`config.mk`:
```
export PLATFORM = sky130hd
export DESIGN_NAME = cordic_frame_packer
export DESIGN_NICKNAME = d
export VERILOG_FILES = /design/src/rtl/cordic_frame_packer.sv
export SDC_FILE = /design/constraint.sdc
export NUM_CORES = 1
export LEC_CHECK = 0
export ABC_CLOCK_PERIOD_IN_PS = 5500
export BUFFER_PORTS_ARGS = -buffer_cell sky130_fd_sc_hd__buf_2
export CAP_MARGIN = 15
export CORE_MARGIN = 2
export CORE_UTILIZATION = 30
export CTS_CLUSTER_SIZE = 40
export DETAILED_ROUTE_END_ITERATION = 10
export PLACE_DENSITY_LB_ADDON = 0.05
export SYNTH_ARGS = -nofsm -noshare
export SYNTH_HDL_FRONTEND = slang
export SYNTH_SLANG_ARGS = --single-unit
```
`constraint.sdc`:
```
create_clock -name clk -period 5.5 [get_ports clk]
set_clock_uncertainty 0.15 [all_clocks]
set_input_delay 1.65 -clock clk [delete_from_list [all_inputs] [get_ports clk]]
set_output_delay 1.65 -clock clk [all_outputs]
set_load 0.005 [all_outputs]
```
`src/rtl/cordic_frame_packer.sv`:
```
// cordic_frame_packer: queues CORDIC cos/sin results and hands each one to a
// 6-byte UART transmitter as a HEADER + payload + XOR-check frame.
module cordic_frame_packer #(
  parameter int         FIFO_DEPTH = 4,
  parameter logic [7:0] HEADER     = 8'h55,
  parameter int         GAP_CYCLES = 2
) (
  input  logic                        clk,
  input  logic                        rst_n,
  input  logic                        res_valid,
  input  logic [15:0]                 res_cos,
  input  logic [15:0]                 res_sin,
  output logic                        trans_start,
  output logic [47:0]                 frame_data,
  input  logic                        trans_done,
  output logic [$clog2(FIFO_DEPTH):0] fifo_count,
  output logic [7:0]                  drop_cnt,
  output logic                        busy
);

  localparam int AW  = $clog2(FIFO_DEPTH);
  localparam int CW  = AW + 1;
  localparam int GW  = $clog2(GAP_CYCLES + 2);
  localparam logic [CW-1:0] DEPTH = CW'(FIFO_DEPTH);
  localparam logic [GW-1:0] GAP_LAST =
    GW'((GAP_CYCLES > 0) ? GAP_CYCLES - 1 : 0);

  typedef enum logic [2:0] {
    IDLE,
    LOAD,
    START,
    WAIT,
    GAP
  } state_t;

  state_t        state;
  state_t        state_nx;
  logic [GW-1:0] gap_cnt;

  logic [31:0]   mem [FIFO_DEPTH];
  logic [AW-1:0] wr_ptr;
  logic [AW-1:0] rd_ptr;
  logic          full;
  logic          push;
  logic          pop;
  logic          drop;
  logic          start_d;
  logic          busy_d;
  logic [31:0]   head;
  logic [47:0]   frame_nx;
  logic [7:0]    chk;

  // A pop in the same cycle frees a slot, so a full FIFO still accepts.
  assign full = (fifo_count == DEPTH);
  assign push = res_valid && (!full || pop);
  assign drop = res_valid && full && !pop;

  always_ff @(posedge clk) begin
    if (push) begin
      mem[wr_ptr] <= {res_cos, res_sin};
    end
  end

  always_ff @(posedge clk or negedge rst_n) begin
    if (!rst_n) begin
      wr_ptr     <= '0;
      rd_ptr     <= '0;
      fifo_count <= '0;
      drop_cnt   <= '0;
    end else begin
      if (push) begin
        wr_ptr <= wr_ptr + 1'b1;
      end
      if (pop) begin
        rd_ptr <= rd_ptr + 1'b1;
      end
      case ({push, pop})
        2'b10:   fifo_count <= fifo_count + 1'b1;
        2'b01:   fifo_count <= fifo_count - 1'b1;
        default: fifo_count <= fifo_count;
      endcase
      if (drop && (drop_cnt != 8'hFF)) begin
        drop_cnt <= drop_cnt + 1'b1;
      end
    end
  end

  always_comb begin
    head = mem[rd_ptr];
    chk  = HEADER ^ head[31:24] ^ head[23:16]
         ^ head[15:8] ^ head[7:0];
    frame_nx = {chk,
                head[7:0], head[15:8],
                head[23:16], head[31:24],
                HEADER};
  end

  always_ff @(posedge clk or negedge rst_n) begin
    if (!rst_n) begin
      state <= IDLE;
    end else begin
      state <= state_nx;
    end
  end

  always_ff @(posedge clk or negedge rst_n) begin
    if (!rst_n) begin
      gap_cnt <= '0;
    end else if (state == GAP) begin
      gap_cnt <= gap_cnt + 1'b1;
    end else begin
      gap_cnt <= '0;
    end
  end

  always_comb begin
    state_nx = state;
    unique case (state)
      IDLE: begin
        if (fifo_count != '0) begin
          state_nx = LOAD;
        end
      end
      LOAD:  state_nx = START;
      START: state_nx = WAIT;
      WAIT: begin
        if (trans_done) begin
          state_nx = (GAP_CYCLES == 0) ? IDLE : GAP;
        end
      end
      GAP: begin
        if (gap_cnt == GAP_LAST) begin
          state_nx = IDLE;
        end
      end
      default: state_nx = IDLE;
    endcase
  end

  // Outputs are computed from the next state so the registers line up
  // with the state they describe.
  always_comb begin
    pop     = (state == LOAD);
    start_d = (state_nx == START);
    busy_d  = (state_nx != IDLE);
  end

  always_ff @(posedge clk or negedge rst_n) begin
    if (!rst_n) begin
      trans_start <= 1'b0;
      busy        <= 1'b0;
      frame_data  <= '0;
    end else begin
      trans_start <= start_d;
      busy        <= busy_d;
      if (pop) begin
        frame_data <= frame_nx;
      end
    end
  end

endmodule

```
==> flow_metrics.env, run 1 <==
export IMPL_status="completed"
export IMPL_die_area_um2=26300
export IMPL_path_cells="or3b_2 > buf_4 > nand3_1 > and2_1 > inv_1 > ha_1 > inv_1 > fa_1 > xor2_1 > nor2_1 > xor2_1"
export IMPL_hp_class="reg -> reg"
export IMPL_cts_tree="yes"
export IMPL_wl_per_cell_um=18.89
export IMPL_drc=0
export IMPL_synth_compound_area_frac=0.008503
export IMPL_die_y_um=162.2
export IMPL_wl_um=16900
export IMPL_max_stage_delay_ns=0.48
export IMPL_antenna_found_initial=0
export IMPL_fin_cells=895
export IMPL_worst_slack_ns=2.517
export IMPL_ant_nets=0
export IMPL_finalNetCount=602
export IMPL_routed_via_density=4.466
export IMPL_p_leak_uw=0.003553
export IMPL_grt_usage=0.1342
export IMPL_clock_fmax_ghz=0.3353
export IMPL_clk_path_buf_depth=2
export IMPL_synthArstFlopShare=0.3298
export IMPL_grt_pass1_vias=4205
export IMPL_placement_io_buffers=92
export IMPL_final_core_utilization=0.3628
export IMPL_grt_pass1_wl_um=25670
export IMPL_num_rows=57
export IMPL_synth_edf_count=128
export IMPL_numClockSinks=191
export IMPL_die_width_um=162.2
export IMPL_clk_pin_slew_worst_paths_ns=0.07
export IMPL_drive_gt1_frac=0.2925
export IMPL_crit_required_ns=5.70
export IMPL_htreeDepth=4
export IMPL_ys_flop_type="edfxtp_1"
export IMPL_yosys_warnings=0
export IMPL_cp_arrival_ns=3.18
export IMPL_hold_buffers=0
export IMPL_post_cts_buffers=0
export IMPL_max_cap_violations=0
export IMPL_muxShareOfSynthArea=0.1029
export IMPL_period_needed_ns=2.983
export IMPL_setup_viol=0
export IMPL_worstMarginPinSlew_ns=0.8654
export IMPL_start_kind="flip-flop"
export IMPL_diodes=0
export IMPL_grt_max_degree=54
export IMPL_use_met3=0.02911
export IMPL_synth_seq_area_share=0.7222
export IMPL_fillCellCount=2330
export IMPL_min_period_over_period=0.5423
export IMPL_fin_tns_setup_ns=0
export IMPL_vias=3997
export IMPL_worst_path_max_delay_cell="buf_4"
export IMPL_cts_resized=0
export IMPL_avgSynthCellArea_um2=16.39
export IMPL_grt_ovfl_total=0
export IMPL_relSlewSlack=0.4231
export IMPL_worstSetupEndpointType="flip-flop"
export IMPL_power_uw=5174
export IMPL_synth_top_cell_by_area="edfxtp_1"
export IMPL_core_area_um2=24460
export IMPL_ir_worst_vdd_mv=0.2091
export IMPL_synth_xor_area_frac=0.04718
export IMPL_pre_cts_ws_ns=2.214
export IMPL_dp_hpwl_um=10690
export IMPL_synth_area_top_cells="edfxtp_1 (51%), dfrtp_1 (21%), mux4_2 (8.1%)"
export IMPL_synth_cell_types=35
export IMPL_synth_simple_area_share=0.07736
export IMPL_synth_area_um2=7505
export IMPL_slew_viol_final=0
export IMPL_criticalPathCategory="reg -> reg"
export IMPL_io_pin_count=97
export IMPL_ys_ff_latch=191
export IMPL_synth_top_family_by_area="multiplexers"
export IMPL_cts_buffers=17
export IMPL_cp_max_fo=53
export IMPL_grt_met1_usage=0.1798
export IMPL_synth_top_area_frac=0.5122
export IMPL_gp_congestion=0.6790
export IMPL_first_iter_violations=183
export IMPL_clock_latency_ns=0.42
export IMPL_place_inst=862
export IMPL_first_pass_iters=4
export IMPL_area_growth_pct=18.26
export IMPL_timing_final_hold_violations=0
export IMPL_powerDensity_nw_per_um2=583.0
export IMPL_netlist_instances=458
export IMPL_initial_core_util=0.3068
export IMPL_root_buffer="clkbuf_16"
export IMPL_synth_fa_ha_area_frac=0.01434
export IMPL_grt_use_met2=0.2201
export IMPL_rsz0062_at_grt="no"
export IMPL_top_usage_layer="met2"
==> Yosys cell counts (3+ instances only) <==
cell / count
dfrtp_1: 63
buf_4: 7
buf_2: 4
xor2_1: 13
ha_1: 7
mux4_1: 5
nand3_1: 5
inv_1: 8
clkbuf_1: 9
and3_1: 4
nor2_1: 8
xnor2_1: 20
mux4_2: 27
xnor2_2: 4
o21ai_1: 8
nor3_1: 4
nor4_1: 3
edfxtp_1: 128
nand2_1: 110
==> power breakdown <==
part           leakage, uW  total [uW]  internal (uW)  switching [uW]
sequential         0.00195        2200           1960             243
clock             0.000275        1190            655             540
combinational      0.00133        1780            799             978
==> cell families (layout without fill, tap and decap cells) <==
family,count (synthesis),count (layout)
other cells,1,4
compound gates,12,12
flops,191,191
fa+ha+maj,8,8
simple gates,141,141
mux,35,35
buf+inv,33,143
xor+xnor,37,37
==> per-layer routing <==
metal	vias up	share of wire
met2	76	0.49
met3	7	0.029
met5	-	0
met1	2079	0.47
met4	0	0.0092
li1	1835	-
==> placed cells by master (no fill, tap or decap), types with 8 or more instances in the layout <==
master / count
buf_2: 92
buf_4: 9
clkbuf_16: 17
dfrtp_1: 62
edfxtp_1: 128
inv_1: 8
mux4_2: 27
nand2_1: 110
nor2_1: 8
o21ai_1: 8
xnor2_1: 20
xor2_1: 13
==> path summary, 6_finish.rpt <==
| check | cells after the start | to | slack (ns) | start |
|---|---|---|---|---|
| worst min-delay path | 1 | gap_cnt[0] | 0.28 | gap_cnt[0] |
| max in group asynchronous | 2 | rd_ptr[0] | 3.37 | rst_n |
| worst max register to register | 11 | fifo_count[2] | 2.52 | state[0] |
| worst min register to register | 1 | gap_cnt[0] | 0.28 | gap_cnt[0] |
| worst max-delay path | 11 | fifo_count[2] | 2.52 | state[0] |
| min in group asynchronous | 1 | state[0] | 1.03 | rst_n |
==> critical path, delay by kind of cell (launching register included) <==
family        cells  cell delay [ns]
flops             1             0.42
fa+ha+maj         2             0.56
simple gates      4             0.84
xor+xnor          2             0.30
buf+inv           3             0.60
==> through the flow <==
stage,instance area [um2],hold WS (ns)
2_1_floorplan,7516,0.2599
3_3_place_gp,8282,0.2697
3_5_place_dp,8282,0.2757
4_1_cts,8847,0.2857
5_1_grt,8875,0.3272
6_report,8875,0.2817
==> sequential cells by signal, summed over array words and instances, names as in the netlist, 2 cells and up <==
register,count
gap_cnt,2
mem,128
wr_ptr,2
frame_data,41
state,3
fifo_count,3
drop_cnt,8
rd_ptr,2
==> final cells by class <==
class	count	area (um2)	area share
clock buffers	21	460.4	0.05188
well taps	324	405.4	0.04568
flip-flops and latches	191	5421	0.6109
clock inverters	11	105.1	0.01184
inverters	9	33.78	0.003807
multi-input cells	237	1893	0.2133
repair buffers	102	555.5	0.06260
Note: power is estimated with default switching activity, not from simulation.
==> run 2, diff against run 1 <==
- ABC_CLOCK_PERIOD_IN_PS: 5500 -> 2830
- clock period: 5.5 -> 2.83 ns (I/O delays scaled with it)
==> run 2 against run 1 <==
  * Final area up 1.1%
  * Largest power group unchanged
  * Sequential share of layout area is 0.69 points lower
  * Global-route usage hardly changed
==> flow_metrics.env, run 2 (synthesis gave the netlist of run 1 again) <==
export IMPL_status="completed"
export IMPL_area_growth_pct=19.61
export IMPL_placement_io_buffers=92
export IMPL_path_cells="or3b_2 > buf_4 > clkinv_1 > ha_1 > inv_1 > fa_1 > xor2_1 > nor2_1 > xor2_1"
export IMPL_grt_max_degree=34
export IMPL_num_rows=57
export IMPL_cts_resized=0
export IMPL_wl_per_cell_um=18.30
export IMPL_crit_family="simple AND/OR/NAND/NOR gates"
export IMPL_fin_tns_setup_ns=0
export IMPL_fin_cells=904
export IMPL_min_period_over_period=0.8964
export IMPL_layout_common_cells="edfxtp_1 (128), nand2_1 (110), buf_2 (92)"
export IMPL_cts_tree="yes"
export IMPL_criticalPathCategory="reg -> reg"
export IMPL_finalNetCount=611
export IMPL_start_kind="flip-flop"
export IMPL_hp_class="in -> async"
export IMPL_cp_max_fo=25
export IMPL_clock_fmax_ghz=0.3942
export IMPL_core_area_um2=24460
export IMPL_r2r_end="fifo_count[2]"
export IMPL_grt_usage=0.1341
export IMPL_period_needed_ns=2.537
export IMPL_post_cts_buffers=0
export IMPL_root_buffer="clkbuf_16"
export IMPL_dp_hpwl_um=11080
export IMPL_grt_pass1_vias=4272
export IMPL_numClockSinks=191
export IMPL_ir_worst_vdd_mv=0.3577
export IMPL_drc=0
export IMPL_path_buf_inv=3
export IMPL_power_uw=10030
export IMPL_p_leak_uw=0.003597
export IMPL_vias=3953
export IMPL_wl_um=16540
export IMPL_cp_arrival_ns=2.74
export IMPL_gp_congestion=0.6909
export IMPL_max_stage_delay_ns=0.53
export IMPL_die_area_um2=26300
export IMPL_diodes=0
export IMPL_htreeDepth=4
export IMPL_worst_path_max_delay_cell="or3b_2"
export IMPL_reg2reg_slack_ns=0.29
export IMPL_drive_gt1_frac=0.3052
export IMPL_reg_top3="mem x128, frame_data x41, drop_cnt x8"
export IMPL_first_iter_violations=227
export IMPL_reg2regPathDepth=9
export IMPL_layout_commonest_cell="edfxtp_1"
export IMPL_slew_viol_final=0
export IMPL_final_core_utilization=0.3669
export IMPL_powerDensity_nw_per_um2=1117
export IMPL_timing_final_hold_violations=0
export IMPL_rsz0062_at_grt="no"
export IMPL_clk_pin_slew_worst_paths_ns=0.07
export IMPL_hold_buffers=0
export IMPL_first_pass_iters=4
export IMPL_die_y_um=162.2
export IMPL_io_pin_count=97
export IMPL_die_width_um=162.2
export IMPL_largest_reg_flops=128
export IMPL_grt_ovfl_total=0
export IMPL_cts_buffers=17
export IMPL_routed_via_density=4.373
export IMPL_relSlewSlack=0.5010
export IMPL_max_cap_violations=0
export IMPL_initial_core_util=0.3068
export IMPL_crit_required_ns=3.03
export IMPL_cpMostUsedCell="xor2_1"
export IMPL_clk_path_buf_depth=2
export IMPL_ant_nets=0
export IMPL_setup_viol=0
export IMPL_clock_latency_ns=0.43
export IMPL_grt_pass1_wl_um=25720
export IMPL_worstMarginPinSlew_ns=0.7428
export IMPL_place_inst=872
export IMPL_antenna_found_initial=1
export IMPL_timing_rr_start="state[2]"
export IMPL_worstSetupEndpointType="flip-flop"
export IMPL_registers_top_by_ff_count="mem"
-- run 2: cell types whose count changed in the layout (fill, tap and decap cells not counted), sizes merged --
cell / delta
buf: +9
clkbuf: -4
clkinvlp: +1
bufinv: -1
clkinv: +4
-- run 2: worst max path at each step --
stage | endpoint | from | cells past startpoint | slack (ns)
6_report | fifo_count[2] | state[2] | 9 | 0.29
5_1_grt | fifo_count[2] | state[2] | 9 | 0.12
4_1_cts | fifo_count[2] | state[2] | 9 | 0.27
3_5_place_dp | fifo_count[2] | state[2] | 9 | 0.29
3_3_place_gp | fifo_count[2] | state[2] | 9 | 0.34
2_1_floorplan | fifo_count[2] | state[2] | 10 | 0.29
-- run 2: area by class of cell --
type | instances | area (um2)
Multi-Input combinational cell | 237 | 1893
Fill cell | 2341 | 15490
Sequential cell | 191 | 5421
Clock inverter | 15 | 131.4
Clock buffer | 17 | 425.4
Timing Repair Buffer | 111 | 665.6
Tap cell | 324 | 405.4
Inverter | 9 | 33.78
-- run 2: power by group --
part           total, uW  leakage, uW  switching (uW)  internal (uW)
Clock               2250     0.000266            1100           1150
Sequential          4200      0.00195             395           3810
Combinational       3570      0.00138            1930           1640
-- run 2: routing by layer --
layer	GRT usage	share of wire	vias up
li1	-	-	1856
met1	0.1726	0.45	2005
met2	0.2230	0.50	73
met3	0.03039	0.031	17
met4	0.04867	0.020	2
met5	0	0.00097	-
-- run 2: worst reg2reg max path: cells and delay by family, from the launching register on --
kind	cells	cell delay (ns)
buf+inv	3	0.40
fa+ha+maj	2	0.55
xor+xnor	2	0.30
flops	1	0.43
simple gates	2	0.65
-- run 2: through the flow --
step | instance area (um2) | hold WS, ns | setup slack (ns)
3_3_place_gp | 8419 | 0.2727 | 0.3424
2_1_floorplan | 7516 | 0.2599 | 0.2879
5_1_grt | 8976 | 0.2520 | 0.1247
6_report | 8976 | 0.2353 | 0.2933
3_5_place_dp | 8419 | 0.2739 | 0.2923
4_1_cts | 8976 | 0.2351 | 0.2717
